## src/rtl/program_sequencer.sv

```systemverilog
`default_nettype none
// ============================================================================
//  Module      : program_sequencer
//  Description : Program counter with one-delay-slot jumps, armed calls
//                (NOPF flag followed by a jump) onto a return-address stack,
//                returns, a sticky stack-error flag and a global stall.
//  Revision    : 1.0 - initial release
// ============================================================================

package program_sequencer_pkg;
    typedef logic [3:0] instruction_t;
endpackage

module program_sequencer #(
    parameter int PC_W        = 8,
    parameter int STACK_DEPTH = 4
) (
    input  logic                             clk,
    input  logic                             rst,
    input  logic                             stall,
    output logic [PC_W-1:0]                  prog_addr,
    input  logic [PC_W+3:0]                  prog_data,
    output program_sequencer_pkg::instruction_t instruction,
    output logic [PC_W-1:0]                  io_addr,
    input  logic                             jmp,
    input  logic                             rtn,
    input  logic                             flag_f,
    output logic [$clog2(STACK_DEPTH):0]     depth,
    output logic                             stack_err
);

    localparam int c_AW = $clog2(STACK_DEPTH);
    localparam int c_DW = c_AW + 1;

    localparam logic [c_DW-1:0] c_DEPTH_FULL = c_DW'(STACK_DEPTH);
    localparam logic [c_DW-1:0] c_DEPTH_ONE  = c_DW'(1);
    localparam logic [c_DW-1:0] c_DEPTH_ZERO = '0;
    localparam logic [c_AW-1:0] c_IDX_ONE    = c_AW'(1);
    localparam logic [PC_W-1:0] c_PC_ONE     = PC_W'(1);

    logic [PC_W-1:0] r_pc;
    logic [PC_W-1:0] r_operand_q;
    logic            r_call_armed;
    logic [c_DW-1:0] r_depth;
    logic            r_stack_err;
    logic [PC_W-1:0] r_stack [STACK_DEPTH];

    logic [PC_W-1:0] w_operand;
    logic [PC_W-1:0] w_pc_inc;
    logic            w_stack_full;
    logic            w_stack_empty;
    logic [c_AW-1:0] w_top_idx;
    logic [c_AW-1:0] w_push_idx;

    // Memory word split and stack pointer arithmetic
    always_comb begin
        w_operand     = prog_data[PC_W-1:0];
        w_pc_inc      = r_pc + c_PC_ONE;
        w_stack_full  = (r_depth == c_DEPTH_FULL);
        w_stack_empty = (r_depth == c_DEPTH_ZERO);
        // Low bits of depth address the entry being written next; the top
        // entry sits one below. Only meaningful when not full / not empty.
        w_push_idx    = r_depth[c_AW-1:0];
        w_top_idx     = r_depth[c_AW-1:0] - c_IDX_ONE;
    end

    assign prog_addr   = r_pc;
    assign instruction = prog_data[PC_W+3:PC_W];
    assign io_addr     = w_operand;
    assign depth       = r_depth;
    assign stack_err   = r_stack_err;

    // PC, operand capture, call arming and return-stack update
    always_ff @(posedge clk) begin
        if (rst) begin
            // Stack contents are left alone: entries above depth are don't-care
            r_pc         <= '0;
            r_operand_q  <= '0;
            r_call_armed <= 1'b0;
            r_depth      <= '0;
            r_stack_err  <= 1'b0;
        end else if (!stall) begin
            // Operand of the word at the old PC becomes the next jump target
            r_operand_q <= w_operand;
            if (rtn) begin
                // Return wins over a simultaneous jump, which is dropped
                r_call_armed <= 1'b0;
                if (w_stack_empty) begin
                    r_pc        <= w_pc_inc;
                    r_stack_err <= 1'b1;
                end else begin
                    r_pc    <= r_stack[w_top_idx];
                    r_depth <= r_depth - c_DEPTH_ONE;
                end
            end else if (jmp) begin
                r_pc         <= r_operand_q;
                r_call_armed <= 1'b0;
                if (r_call_armed) begin
                    if (w_stack_full) begin
                        // Overflow: jump still taken, return address lost
                        r_stack_err <= 1'b1;
                    end else begin
                        r_stack[w_push_idx] <= w_pc_inc;
                        r_depth             <= r_depth + c_DEPTH_ONE;
                    end
                end
            end else begin
                r_pc <= w_pc_inc;
                if (flag_f) begin
                    r_call_armed <= 1'b1;
                end
            end
        end
    end

endmodule

`default_nettype wire
```

## config.mk

```make
export PLATFORM = sky130hd
export DESIGN_NAME = program_sequencer
export DESIGN_NICKNAME = d
export VERILOG_FILES = /design/src/rtl/program_sequencer.sv
export SDC_FILE = /design/constraint.sdc
export NUM_CORES = 1
export LEC_CHECK = 0
export ABC_AREA = 1
export CAP_MARGIN = 20
export CORE_ASPECT_RATIO = 1.5
export CORE_MARGIN = 4
export CORE_UTILIZATION = 53
export CTS_CLUSTER_SIZE = 12
export DETAILED_ROUTE_END_ITERATION = 10
export GPL_TIMING_DRIVEN = 0
export PLACE_DENSITY_LB_ADDON = 0.2
export SYNTH_ARGS = -nofsm -noshare
export SYNTH_HDL_FRONTEND = slang
export SYNTH_SLANG_ARGS = --single-unit
```

## constraint.sdc

```tcl
create_clock -name clk -period 2.36 [get_ports clk]
set_input_delay 0.472 -clock clk [delete_from_list [all_inputs] [get_ports clk]]
set_output_delay 0.472 -clock clk [all_outputs]
set_load 0.02 [all_outputs]
```

==> out/qor.csv <==
metric,value,unit
status,"finished, final reports clean",
yosysWarnings,0,
area_growth,20.6,%
drcViolationCount,0,
peakVddDrop,0.407,mV
htreeDepth,2,
core-area,4850,um2
netlist_area,2680,um2
dp_cells,413,
nets,378,
io_pins,42,
post_dp_cell_area,3130,um2
worstSetupPathType,reg2reg,
p_leak,1.29,nW
drv_cap,0,
die_w,66.0,um
worstPathMaxFanout,12,
holdWs,0.463,ns
fin_cells,421,
final_area,3230,um2
crit_required,2.31,ns
cts-hold-fix-buffers,0,
wirelength_met1,2340,um
hold_viol,0,
r2r_slack,0.01,ns
num_antenna_cells,0,
cp-end-kind,register,
max_slew_margin,66.6,%
cts_tree,done,
routed_wl,5810,um
synth_cell_types,32,
root_buffer,clkbuf_8,
die_h,95.0,um
grt_pass1_vias,2092,
routedWlPerCell,13.8,um
cts_max_path_buffers,2,
drt-pass1-iter-count,4,
tightest_slew,0.501,ns
synth_cells,310,
gp_congestion,0.774,
grt_overflow,0,
die_area,6270,um2
cts_sinks,53,
p_per_area,610,nW/um2
wl_met3,246,um
clk_pin_slew,0.10,ns
rows,31,
skew,0.00733,ns
fmax,426,MHz
crit_arrival,2.29,ns
ff2ff_path_depth,7,
slew_viol_final,0,
start_kind,register,
cts_buffers,5,
fin_crit_sh,99.5,%
track_usage,20.2,%
report.final.setup_viol,0,
synth-seq-area-share,51.6,%
post-route-min-period,2.35,ns
worstHoldPathCells,2,
rsz0062_at_grt,yes,
syn_avg_cell_area,8.63,um2
drt_iter0_drc,67,
drive_gt1_share,13.0,%
grt_pass1_wl,9690,um
vias,2162,
start_util,55.2,%
ys_seq_elements,53,
clock_latency,0.30,ns
final_common_cell,nand2_1,
hold_class,reg2reg,
power,1.97,mW
io_buffers,37,
antenna_left,0,
synth_nets,334,
wl_met2,3130,um
grt_max_degree,17,
layout_common_cells,"nand2_1, nor2_1, clkdlybuf4s50_1",
antenna_found_initial,0,
viasPerCell,5.14,
dp_hpwl,4430,um
highest_layer,met4,
[cell usage after synthesis (all sizes together)]
master  instances  area, um2
or2             3       18.8
o21ai          34        170
o211ai          1       7.51
a21oi          18        113
nand4           1       6.26
clkinv          1       3.75
dfxtp          21        420
nor2           53        216
inv            27        104
nand2          56        220
a211oi          1       7.51
clkbuf          3       11.3
ha              5       62.6
fa              1       20.0
nor3            1       5.00
edfxtp         32        961
nand3          29        150
xnor2           2       17.5
xor2            1       8.76
buf            19        145
a31oi           1       6.26
[area by class of cell]
class	count	area [um2]
plain buffers	22	156
clock buffers	6	72.6
clock inverters	2	15.0
fillers	401	1620
inverters	28	108
multi-input cells	207	1040
flip-flops and latches	53	1380
well taps	66	82.6
repair buffers	37	370
[power breakdown]
group | switching, mW | internal (mW)
Combinational | 0.244 | 0.174
Sequential | 0.0294 | 1.01
Clock | 0.295 | 0.210
[what timing repair did]
item,CTS,global route
pin swaps,0,0
buffers inserted,0,0
resized for setup,0,4
endpoints found under the hold margin,0,0
setup endpoints to repair,32,32
[per-layer routing]
layer / vias up / track usage (%)
met5: - / 0
met2: 56 / 36.4
met3: 9 / 3.66
met4: 0 / 8.47
met1: 990 / 23.3
li1: 1107 / -
[worst paths after layout]
| path | from | endpoint |
|---|---|---|
| setup / recovery | depth[0] | r_stack[1][0] |
| hold / removal | r_operand_q[6] | r_operand_q[6] |
| setup reg to reg | depth[0] | r_stack[1][0] |
| hold reg to reg | r_operand_q[6] | r_operand_q[6] |
[critical path, stage by stage, from the launching register on]
cell	delay, ns
dfxtp_1	0.41
buf_4	0.23
inv_4	0.08
buf_6	0.15
ha_1	0.23
a21oi_1	0.14
nand4_1	0.25
nor2_2	0.49
[logic make-up after synthesis]
group | Yosys count | synth area share (%)
adder cells (fa/ha/maj) | 6 | 3.09
AO/OA/AOI/OAI | 55 | 11.4
flip-flops | 53 | 51.6
buffers and inverters | 50 | 9.87
XOR/XNOR | 3 | 0.982
AND/OR/NAND/NOR | 143 | 23.1
[stage by stage]
| step | setup TNS, ns | setup WS (ns) | utilization [%] |
|---|---|---|---|
| 6_report | 0 | 0.0117 | 66.5 |
| 2_1_floorplan | 0 | 0.229 | - |
| 5_1_grt | -4.41 | -0.148 | 66.5 |
| 3_3_place_gp | -9.65 | -0.325 | 64.5 |
| 3_5_place_dp | -10.50 | -0.365 | 64.5 |
| 4_1_cts | -3.90 | -0.160 | 66.3 |
[flip-flops by register name, summed over array words and instances (netlist names)]
register	flops
r_operand_q	8
depth	3
r_call_armed	1
prog_addr	8
r_stack	32
stack_err	1
(Power assumes the default switching activity.)
